$ cat src/rtl/jtag_pkg.sv
// jtag_pkg: TAP state encoding, IEEE 1149.1 transition function and shared JTAG constants
package jtag_pkg;
  localparam int STATE_SIZE = 4;
  localparam int DEF_REGISTER_SIZE = 32;
  localparam int DEF_IR_SIZE = 4;
  localparam logic [DEF_IR_SIZE-1:0] IR_EXTEST = 4'h0;
  localparam logic [DEF_IR_SIZE-1:0] IR_IDCODE = 4'h1;
  localparam logic [DEF_IR_SIZE-1:0] IR_SAMPLE = 4'h2;
  localparam logic [DEF_IR_SIZE-1:0] IR_BYPASS = 4'hF;
  typedef enum logic [STATE_SIZE-1:0] {
    TLR, RTI, SEL_DR, CAP_DR, SHIFT_DR, EXIT1_DR, PAUSE_DR, EXIT2_DR, UPD_DR,
    SEL_IR, CAP_IR, SHIFT_IR, EXIT1_IR, PAUSE_IR, EXIT2_IR, UPD_IR
  } tap_state_e;
  function automatic tap_state_e tap_next(input tap_state_e s, input logic tms);
    case (s)
      TLR:      tap_next = tms ? TLR      : RTI;
      RTI:      tap_next = tms ? SEL_DR   : RTI;
      SEL_DR:   tap_next = tms ? SEL_IR   : CAP_DR;
      CAP_DR:   tap_next = tms ? EXIT1_DR : SHIFT_DR;
      SHIFT_DR: tap_next = tms ? EXIT1_DR : SHIFT_DR;
      EXIT1_DR: tap_next = tms ? UPD_DR   : PAUSE_DR;
      PAUSE_DR: tap_next = tms ? EXIT2_DR : PAUSE_DR;
      EXIT2_DR: tap_next = tms ? UPD_DR   : SHIFT_DR;
      UPD_DR:   tap_next = tms ? SEL_DR   : RTI;
      SEL_IR:   tap_next = tms ? TLR      : CAP_IR;
      CAP_IR:   tap_next = tms ? EXIT1_IR : SHIFT_IR;
      SHIFT_IR: tap_next = tms ? EXIT1_IR : SHIFT_IR;
      EXIT1_IR: tap_next = tms ? UPD_IR   : PAUSE_IR;
      PAUSE_IR: tap_next = tms ? EXIT2_IR : PAUSE_IR;
      EXIT2_IR: tap_next = tms ? UPD_IR   : SHIFT_IR;
      UPD_IR:   tap_next = tms ? SEL_DR   : RTI;
      default:  tap_next = TLR;
    endcase
  endfunction
endpackage

$ cat src/rtl/jtag_tck_gen.sv
// jtag_tck_gen: TCK divider with rise/fall strobes; once started, a high phase always completes so TCK idles low
module jtag_tck_gen #(
  parameter int TCK_DIV = 2
) (
  input  logic HCLK,
  input  logic HRESETn,
  input  logic en,
  output logic tck,
  output logic tck_rise,
  output logic tck_fall
);
  localparam int DW = TCK_DIV > 1 ? $clog2(TCK_DIV) : 1;
  logic [DW-1:0] div;
  logic act, wrap;
  assign act = en || tck;
  assign wrap = act && div == DW'(TCK_DIV - 1);
  assign tck_rise = wrap && !tck;
  assign tck_fall = wrap && tck;
  always_ff @(posedge HCLK or negedge HRESETn)
    if (!HRESETn) begin
      div <= '0;
      tck <= 1'b0;
    end else begin
      div <= (!act || wrap) ? '0 : div + 1'b1;
      if (wrap) tck <= !tck;
    end
endmodule

$ cat src/rtl/jtag_master.sv
// jtag_master: scan sequencer driving a TAP through IR/DR scans, tracking the TAP state on every TCK rise
module jtag_master import jtag_pkg::*; #(
  parameter int REGISTER_SIZE = DEF_REGISTER_SIZE,
  parameter int IR_SIZE = DEF_IR_SIZE,
  parameter int TCK_DIV = 2
) (
  input  logic                     HCLK,
  input  logic                     HRESETn,
  input  logic                     cmd_valid,
  output logic                     cmd_ready,
  input  logic                     cmd_skip_ir,
  input  logic [IR_SIZE-1:0]       cmd_ir,
  input  logic [REGISTER_SIZE-1:0] cmd_dr,
  output logic                     rsp_valid,
  output logic [REGISTER_SIZE-1:0] rsp_data,
  output logic                     TCK,
  output logic                     TMS,
  output logic                     TDI,
  input  logic                     TDO
);
  localparam int MAX_SIZE = REGISTER_SIZE > IR_SIZE ? REGISTER_SIZE : IR_SIZE;
  localparam int CW = $clog2(MAX_SIZE) + 1;
  tap_state_e state, nxt;
  logic busy, ir_pend, tck_rise, tck_fall, tms_d, tdi_d, fire, go, upd;
  logic [2:0] init_cnt;
  logic [CW-1:0] cnt;
  logic [IR_SIZE-1:0] ir_sh;
  logic [REGISTER_SIZE-1:0] dr_sh, cap;
  assign cmd_ready = state == RTI && !busy;
  assign fire = cmd_valid && cmd_ready;
  assign go = busy || fire;
  assign nxt = tap_next(state, TMS);
  assign upd = !TCK || tck_fall;
  jtag_tck_gen #(.TCK_DIV(TCK_DIV)) u_tck (
    .HCLK(HCLK),
    .HRESETn(HRESETn),
    .en(busy || state != RTI),
    .tck(TCK),
    .tck_rise(tck_rise),
    .tck_fall(tck_fall)
  );
  // TMS/TDI to present for the next TCK rise, derived from the TAP state reached by the last rise
  always_comb begin
    tms_d = 1'b0;
    case (state)
      TLR:                         tms_d = init_cnt < 3'd5;
      RTI:                         tms_d = go;
      SEL_DR:                      tms_d = ir_pend;
      SHIFT_IR:                    tms_d = cnt == CW'(IR_SIZE - 1);
      SHIFT_DR:                    tms_d = cnt == CW'(REGISTER_SIZE - 1);
      EXIT1_IR, UPD_IR, EXIT1_DR:  tms_d = 1'b1;
      default:                     tms_d = 1'b0;
    endcase
    tdi_d = state == SHIFT_IR ? ir_sh[0] : state == SHIFT_DR ? dr_sh[0] : 1'b0;
  end
  always_ff @(posedge HCLK or negedge HRESETn)
    if (!HRESETn) begin
      state <= TLR;
      busy <= 1'b0;
      ir_pend <= 1'b0;
      init_cnt <= '0;
      cnt <= '0;
      ir_sh <= '0;
      dr_sh <= '0;
      cap <= '0;
      rsp_valid <= 1'b0;
      rsp_data <= '0;
      TMS <= 1'b1;
      TDI <= 1'b0;
    end else begin
      rsp_valid <= 1'b0;
      if (upd) begin
        TMS <= tms_d;
        TDI <= tdi_d;
      end
      if (fire) begin
        busy <= 1'b1;
        ir_pend <= !cmd_skip_ir;
        ir_sh <= cmd_ir;
        dr_sh <= cmd_dr;
      end
      if (tck_rise) begin
        state <= nxt;
        cnt <= (state == SHIFT_IR || state == SHIFT_DR) ? cnt + 1'b1 : '0;
        if (state == TLR) init_cnt <= init_cnt + 3'd1;
        if (state == SEL_IR) ir_pend <= 1'b0;
        if (state == SHIFT_IR) ir_sh <= ir_sh >> 1;
        if (state == SHIFT_DR) begin
          dr_sh <= dr_sh >> 1;
          cap <= REGISTER_SIZE'({TDO, cap} >> 1);
        end
        if (busy && nxt == RTI) begin
          busy <= 1'b0;
          rsp_valid <= 1'b1;
          rsp_data <= cap;
        end
      end
    end
endmodule

$ cat config.mk
export PLATFORM = sky130hd
export DESIGN_NAME = jtag_master
export DESIGN_NICKNAME = d
export VERILOG_FILES = /design/src/rtl/jtag_pkg.sv /design/src/rtl/jtag_tck_gen.sv /design/src/rtl/jtag_master.sv
export SDC_FILE = /design/constraint.sdc
export NUM_CORES = 1
export LEC_CHECK = 0
export ABC_AREA = 0
export BUFFER_PORTS_ARGS = -buffer_cell sky130_fd_sc_hd__buf_2
export CORE_AREA = 2 2 102 104
export DETAILED_ROUTE_END_ITERATION = 6
export DIE_AREA = 0 0 104 106
export PLACE_DENSITY = 0.83
export SYNTH_ARGS = -nofsm -noshare
export SYNTH_HDL_FRONTEND = slang
export SYNTH_SLANG_ARGS = --single-unit
export TNS_END_PERCENT = 10
$ cat constraint.sdc
create_clock -name HCLK -period 2.2 [get_ports HCLK]
set_input_delay 0.44 -clock HCLK [delete_from_list [all_inputs] [get_ports HCLK]]
set_output_delay 0.44 -clock HCLK [all_outputs]
set_load 0.1 [all_outputs]
### After elaboration in Yosys (flattened, before gate mapping)

Index checks and enable logic that the tools add are counted.

* output and inout port bits: 37
* logic and storage cells: 93
* register bits after elaboration: 120
* input port bits: 41

* reduce and logical (&&, ||, !) cells: 24
* multiplexer cells: 32
* $add $sub $neg: 3
* equal/unequal tests: 19
* order comparisons: 1

Operators by type and width (number)
* 2-to-1 mux 32 bit: 3
* one-hot mux 4 bit (12 select lines): 1
* equality test 4 bit (second input constant): 8
* 2-to-1 mux 4 bit: 7
* equality test 4 x 3 -> 1 bit (second input constant): 4
* 2-to-1 mux 1 bit: 14
* equality test 4 x 1 -> 1 bit (second input constant): 2
* equality test 4 x 2 -> 1 bit (second input constant): 2
* adder 6 x 1 -> 6 bit (second input constant): 1
* equality test 6 x 2 -> 1 bit (second input constant): 1
* equality test 6 x 5 -> 1 bit (second input constant): 1
* logical AND 1 bit: 6
* logical OR 1 bit: 6
* 2-to-1 mux 2 bit: 3
* 2-to-1 mux 3 bit: 2
* 2-to-1 mux 6 bit: 1
* one-hot mux 1 bit (6 select lines): 1
* AND reduction 2 bit: 3
* OR reduction 3 bit: 2
* logical NOT 1 bit: 4
* logical NOT 4 bit: 1
* inequality test 4 x 1 -> 1 bit (second input constant): 1
* OR reduction 2 bit: 2
* adder 3 x 1 -> 3 bit (second input constant): 1
* 2 further kinds: 2

### Depth between registers and ports, before layout

Gate-level depths: netlist (run 1).

* depth in word-level cells: 7
* mapped depth: 8
* gate-level depth less buffers: 4

### Modules after synthesis

Synthesis (run 1) repeated with hierarchy kept, for this count alone.

* cells, all modules: 499
* area, all modules: 5461.5 sq um

By module, submodules not included
* jtag_master: sequential area each 2954.1 sq um, times used 1, area an instance 5378.9 sq um, cells each 491
* jtag_tck_gen: sequential area each 50.0 sq um, times used 1, area an instance 82.6 sq um, cells each 8

### Worst setup path after synthesis (run 1)

Ideal clock, no wire load.

* path kind: register to output
* start: register state[1]
* end: output cmd_ready
* arrival: 2.270 ns
* cell stages (with the launch flop): 3
* data required time: 1.760 ns
* path slack: -0.510 ns
* buffers on the path: 0
* cell sequence: dfrtp_1 or4b_1 nor2_1

* longest elaborated chain between the ends: 2

Ends and longest elaborated chain
* start, declared: RTL line jtag_master.sv:23 `tap_state_e state, nxt;`
* start signal, assigned: RTL line jtag_master.sv:83 `state <= nxt;`
* equality test 4 x 1 -> 1 bit: RTL line jtag_master.sv:29 `assign cmd_ready = state == RTI && !busy;`
* logical AND 1 bit: RTL line jtag_master.sv:29
* end, declared: RTL line jtag_master.sv:10 `output logic cmd_ready,`

Every way passes these cells.

### Worst setup path in the final report (run 1)

* start: register state[3]
* end: output cmd_ready

The elaborated chain is that of the path after synthesis.

==> results.sh, run 1 <==
export IMPL_post_route_period_util=1.02
export IMPL_drv_slew=0
export IMPL_vias_per_cell=5.34
export IMPL_synth_cell_types=51
export IMPL_synth_top_cell_area_share=0.560
export IMPL_startpoint_type="register"
export IMPL_min_delay_worst_endpoint="ir_pend"
export IMPL_hold_class="in -> reg"
export IMPL_powerDensity_nw_per_um2=1310
export IMPL_die_w_um=104
export IMPL_r2r_end="cnt[5]"
export IMPL_first_global_vias=3768
export IMPL_final_area_um2=6580
export IMPL_diodes=0
export IMPL_die_y_um=106
export IMPL_synth_seq_cells=120
export IMPL_hold_ws_ns=0.108
export IMPL_root_buffer="clkbuf_8"
export IMPL_place_congestion=0.928
export IMPL_synth_area_leader_cell="dfrtp_1"
export IMPL_finalSetupViolCount=1
export IMPL_crit_fanout=3
export IMPL_cts_buffers=17
export IMPL_holdCritStartpoint="cmd_skip_ir"
export IMPL_clock_sinks=120
export IMPL_syn_area_um2=5320
export IMPL_routedWlPerCell_um=15.8
export IMPL_maxCapViolations=0
export IMPL_via_count=3635
export IMPL_status="complete, but fails checks"
export IMPL_ys_seq_area_frac=0.565
export IMPL_fillers=755
export IMPL_drc=0
export IMPL_cts_buffer_depth=2
export IMPL_area_growth_pct=23.7
export IMPL_ioPinCount=78
export IMPL_timing_fmax_ghz=0.447
export IMPL_yosys_top_cells_area="dfrtp_1 (56%), mux2_2 (14%), mux2i_1 (6.8%), a21oi_1 (4.1%), nor2_1 (3.2%)"
export IMPL_crit_required_ns=1.76
export IMPL_syn_inst=438
export IMPL_grt_pass1_wl_um=18100
export IMPL_cp_end_kind="output pin"
export IMPL_fin_util=0.658
export IMPL_wl_um=10700
export IMPL_hpwl_um=7120
export IMPL_multiInputGateArea_um2=2140
export IMPL_crit_arrival_ns=1.80
export IMPL_maxSlewHeadroom=0.664
export IMPL_drive_above_1_share=0.391
export IMPL_ir_drop_mv=0.741
export IMPL_hold_viol=0
export IMPL_finalWorstSetupSlack_ns=-0.0386
export IMPL_grt_max_degree=56
export IMPL_hold_depth=2
export IMPL_synth_nets=481
export IMPL_cts_tree="done"
export IMPL_grt_usage=0.208
export IMPL_rr_startpoint="state[0]"
export IMPL_core_area_um2=10000
export IMPL_ys_warn_count=0
export IMPL_clk_latency_ns=0.51
export IMPL_async_flop_share=1.00
export IMPL_min_period_ns=2.24
export IMPL_ant_nets=0
export IMPL_violations="setup timing"
export IMPL_io_buffers=77
export IMPL_die_area_um2=11000
export IMPL_overflow=0
export IMPL_dr_pass1_iters=4
export IMPL_path_clk_slew_ns=0.06
export IMPL_fin_skew_ns=0.00593
export IMPL_cts_max_level=4
export IMPL_leakage_nw=3.16
export IMPL_nNetsFinal=575
export IMPL_placed_area_um2=5950
export IMPL_synth_ff_type="dfrtp_1"
export IMPL_drt_iter0_drc=186
export IMPL_tightest_slew_ns=0.507
export IMPL_syn_avg_cell_area_um2=12.1
export IMPL_r2r_slack_ns=0.16
export IMPL_reg2reg_depth=6
export IMPL_critPathKind="reg -> out"
export IMPL_initial_utilization=0.532
export IMPL_synth_edf_count=0
export IMPL_rows=37
export IMPL_rsz0062_at_grt="true"
export IMPL_regArea_um2=3010
export IMPL_antenna_found_initial=0
layout by cell type (no fill, tap or decap), types with 3 or more instances in the layout:
master     Yosys  routed
dfrtp_2        0       4
inv_1          5       5
o21ai_0        9       9
inv_6          0       6
o22ai_1        3       3
mux2_2        65      65
clkbuf_16      0      16
buf_2         14      75
mux2i_1       36      36
nand4_1        3       3
dfrtp_1      119     115
nand3_1        7       7
and3_1         4       3
a21oi_1       44      44
buf_4          6      25
nor2b_1        6       6
o211ai_1       3       3
nor2_1        46      45
nor3_1         3       3
nand2_1       13      12
buf_12         0       4
cells by family (layout without fill, tap and decap cells):
logic type / count (synthesis) / in the layout / share of synthesized area
flip-flops: 120 / 120 / 0.565
multiplexers: 101 / 101 / 0.205
AND/OR/NAND/NOR: 99 / 99 / 0.0981
AO/OA/AOI/OAI: 78 / 78 / 0.0861
buffers and inverters: 35 / 142 / 0.0358
XOR/XNOR: 3 / 3 / 0.00494
adder cells (fa/ha/maj): 2 / 2 / 0.00471
layer usage:
metal  vias to the layer above  global-route usage  wire [um]
li1                       1763                   -          -
met1                      1770               0.252       4510
met2                        84               0.349       5440
met3                        18              0.0607        536
met4                         0              0.0878        240
met5                         -                   0          0
layout make-up:
type | count | share of cell area
sequential | 120 | 0.458
multi-input combinational | 283 | 0.326
timing repair buffer | 105 | 0.0993
clock buffer | 18 | 0.0635
tap | 136 | 0.0259
clock inverter | 14 | 0.0249
inverter | 5 | 0.00285
timing repair:
action / in CTS / in global routing
buffers inserted: 4 / 0
hold buffers: 1 / 0
pin swaps: 1 / 0
gates resized for setup: 5 / 0
endpoints found under the hold margin: 20 / 0
setup endpoints to repair: 1 / 1
registers in the layout, summed over array words and instances (netlist names):
name	flops
ir_sh	4
TMS	1
busy	1
u_tck.div	1
rsp_data	32
cnt	6
cap	32
dr_sh	32
ir_pend	1
rsp_valid	1
init_cnt	3
TDI	1
u_tck.tck	1
state	4
worst max-delay path by stage:
stage | from | end | slack (ns) | cells after the start
2_1_floorplan | u_tck.tck | state[1] | 0.11 | 5
5_1_grt | state[3] | cmd_ready | -0.06 | 3
4_1_cts | state[3] | cmd_ready | -0.05 | 3
3_3_place_gp | state[1] | cnt[4] | 0.24 | 4
6_report | state[3] | cmd_ready | -0.04 | 3
3_5_place_dp | state[1] | cnt[4] | 0.20 | 4
power breakdown:
group | total (W) | switching (W) | internal (W)
registers | 0.00311 | 0.000367 | 0.00274
clock network | 0.00273 | 0.00109 | 0.00165
logic | 0.00276 | 0.00164 | 0.00112
total | 0.00860 | 0.00309 | 0.00551
through the flow:
step                      total power (W)  worst slack (ns)  instances  setup TNS (ns)
after CTS                         0.00865           -0.0486        681         -0.0486
after detailed placement          0.00580             0.199        644               0
after global placement            0.00568             0.236        644               0
after floorplan                   0.00510             0.114        438               0
after global routing              0.00907           -0.0648        681         -0.0648
final                             0.00860           -0.0386        681         -0.0386
cell usage after synthesis (all sizes together), types with 4 or more instances:
library cell,n
a21oi,44
and3,4
buf,22
clkbuf,8
dfrtp,119
inv,5
mux2,65
mux2i,36
nand2,13
nand3,7
nor2,46
nor2b,6
o21ai,10
critical path, cell delays in order (launching register included):
cell and delay [ns]:
dfrtp_2 0.41, or4b_4 0.57, nor2_4 0.12, buf_12 0.18
No activity file was read; power rests on OpenSTA's default activity.
==> inputs of run 2 (changes only) <==
--- a/config.mk
+++ b/config.mk
@@ -7,11 +7,12 @@
 export LEC_CHECK = 0
 export ABC_AREA = 0
 export BUFFER_PORTS_ARGS = -buffer_cell sky130_fd_sc_hd__buf_2
-export CORE_AREA = 2 2 102 104
+export CORE_AREA = 2 2 103 105
 export DETAILED_ROUTE_END_ITERATION = 6
-export DIE_AREA = 0 0 104 106
+export DIE_AREA = 0 0 105 107
 export PLACE_DENSITY = 0.83
 export SYNTH_ARGS = -nofsm -noshare
 export SYNTH_HDL_FRONTEND = slang
+export SYNTH_HIERARCHICAL = 1
 export SYNTH_SLANG_ARGS = --single-unit
 export TNS_END_PERCENT = 10
==> run 2 against run 1 <==
  * The run now ends clean
  * Die area rose by 1.9%
  * Sequential cell count is the same
  * Design area shrank 0.51%
  * Highest routed layer unchanged
==> results.sh, run 2 <==
export IMPL_synth_cell_types=50
export IMPL_startpoint_type="register"
export IMPL_drt_iter0_drc=199
export IMPL_syn_inst=499
export IMPL_fillers=789
export IMPL_synth_common_cells="nand2_1 (140), dfrtp_1 (119), mux2i_1 (39), mux2_4 (29), o21ai_0 (26)"
export IMPL_ys_seq_area_frac=0.550
export IMPL_path_clk_slew_ns=0.05
export IMPL_vias_per_cell=5.34
export IMPL_diodes=0
export IMPL_ioPinCount=78
export IMPL_min_period_ns=2.12
export IMPL_hpwl_um=6870
export IMPL_cp_num_buf_inv=1
export IMPL_die_y_um=107
export IMPL_hold_viol=0
export IMPL_critical_path_top_delay_family="flip-flops"
export IMPL_hold_class="in -> reg"
export IMPL_cts_max_level=4
export IMPL_synth_edf_count=0
export IMPL_rows=37
export IMPL_ys_warn_count=6
export IMPL_drv_slew=0
export IMPL_hold_ws_ns=0.147
export IMPL_cts_buffer_depth=2
export IMPL_cp_end_kind="output pin"
export IMPL_place_congestion=0.796
export IMPL_antenna_found_initial=0
export IMPL_syn_avg_cell_area_um2=10.9
export IMPL_tightest_slew_ns=0.489
export IMPL_fin_skew_ns=0.00992
export IMPL_io_buffers=77
export IMPL_yosys_top_cells_area="dfrtp_1 (55%), nand2_1 (9.6%), mux2_4 (8.0%), mux2i_1 (7.1%), buf_6 (2.5%)"
export IMPL_drc=0
export IMPL_first_global_vias=3860
export IMPL_ant_nets=0
export IMPL_powerDensity_nw_per_um2=1260
export IMPL_nNetsFinal=619
export IMPL_via_count=3858
export IMPL_tns_ns=0
export IMPL_initial_utilization=0.541
export IMPL_grt_usage=0.210
export IMPL_ir_drop_mv=0.769
export IMPL_crit_required_ns=1.76
export IMPL_leakage_nw=3.54
export IMPL_synth_top_cell_area_share=0.545
export IMPL_r2r_slack_ns=0.18
export IMPL_synth_ff_type="dfrtp_1"
export IMPL_post_route_period_util=0.963
export IMPL_synth_seq_cells=120
export IMPL_critPathKind="reg -> out"
export IMPL_slowest_stage="dfstp_2"
export IMPL_clk_latency_ns=0.51
export IMPL_largestRegisters="cap: 32 flops, dr_sh: 32 flops, rsp_data: 32 flops"
export IMPL_grt_pass1_wl_um=18600
export IMPL_dr_pass1_iters=4
export IMPL_cts_buffers=17
export IMPL_async_flop_share=1.00
export IMPL_synth_nets=542
export IMPL_cts_tree="done"
export IMPL_crit_fanout=15
export IMPL_cp_startpoint="TMS"
export IMPL_maxSlewHeadroom=0.676
export IMPL_timing_fmax_ghz=0.472
export IMPL_area_growth_pct=19.8
export IMPL_slowest_delay_ns=0.69
export IMPL_grt_max_degree=61
export IMPL_crit_arrival_ns=1.68
export IMPL_die_w_um=105
export IMPL_clock_sinks=120
export IMPL_rsz0062_at_grt="false"
export IMPL_overflow=0
export IMPL_drive_above_1_share=0.284
export IMPL_mostFrequentLayoutCells="nand2_1 (140), dfrtp_1 (119), buf_2 (75)"
export IMPL_status="completed"
export IMPL_holdCritStartpoint="TDO"
export IMPL_routedWlPerCell_um=14.9
export IMPL_layout_commonest_cell="nand2_1"
export IMPL_root_buffer="clkbuf_8"
export IMPL_synth_most_common_cell="nand2_1"
export IMPL_rr_startpoint="state[1]"
export IMPL_crit_chain="buf_2"
export IMPL_finalSetupViolCount=0
export IMPL_wl_um=10800
export IMPL_synth_area_leader_cell="dfrtp_1"
export IMPL_maxCapViolations=0
export IMPL_syn_area_um2=5460
export IMPL_die_area_um2=11200
export IMPL_core_area_um2=10100
[run 2: cell type report]
cell class	instances	area [um^2]	area share
clock buffers	21	449	0.0687
clock inverters	9	101	0.0155
inverters	8	30.0	0.00459
multi-input cells	337	2190	0.335
flip-flops and latches	120	3000	0.459
well taps	136	170	0.0260
repair buffers	92	593	0.0906
[run 2: stage by stage]
step / total power, W / util / setup WS, ns / instance area (um^2) / std cells
3_5_place_dp: 0.00566 / 0.592 / 0.157 / 5980 / 692
5_1_grt: 0.00873 / 0.648 / 0.0140 / 6540 / 723
6_report: 0.00824 / 0.648 / 0.0823 / 6540 / 723
4_1_cts: 0.00830 / 0.648 / 0.0576 / 6540 / 723
3_3_place_gp: 0.00551 / 0.592 / 0.221 / 5980 / 692
2_1_floorplan: 0.00510 / - / 0.00889 / 5480 / 499
[run 2: report_power, final]
group | internal (W) | switching, W | leakage, nW | total, W
registers | 0.00276 | 0.000376 | 1.56 | 0.00313
logic | 0.000973 | 0.00153 | 1.71 | 0.00250
clock network | 0.00165 | 0.000951 | 0.273 | 0.00260
[run 2: what timing repair did]
item / in CTS / in global routing
setup endpoints to repair: 0 / 2
gates resized for setup: 0 / 1
buffers inserted: 0 / 0
endpoints found under the hold margin: 27 / 0
hold buffers: 1 / 0
[run 2: logic make-up (layout without fill, tap and decap cells)]
| kind of cell | count (synthesis) | count (layout) | share of synthesized area |
|---|---|---|---|
| AND/OR/NAND/NOR | 188 | 188 | 0.150 |
| flip-flops | 120 | 120 | 0.550 |
| adder cells (fa/ha/maj) | 2 | 2 | 0.00458 |
| AO/OA/AOI/OAI | 67 | 67 | 0.0726 |
| XOR/XNOR | 8 | 8 | 0.0128 |
| buffers and inverters | 42 | 130 | 0.0502 |
| multiplexers | 72 | 72 | 0.159 |
[run 2: final timing paths]
path / cells past startpoint / end
setup / recovery: 1 / TMS
hold / removal: 3 / cap[31]
setup reg to reg: 10 / rsp_data[2]
hold reg to reg: 1 / u_tck/div
max in group asynchronous: 3 / TMS
min in group asynchronous: 2 / rsp_data[19]
[run 2: per-layer routing]
layer / track usage / wire length [um]
met1: 0.266 / 4700
met2: 0.354 / 5500
met3: 0.0480 / 446
met4: 0.0752 / 142
met5: 0 / 0
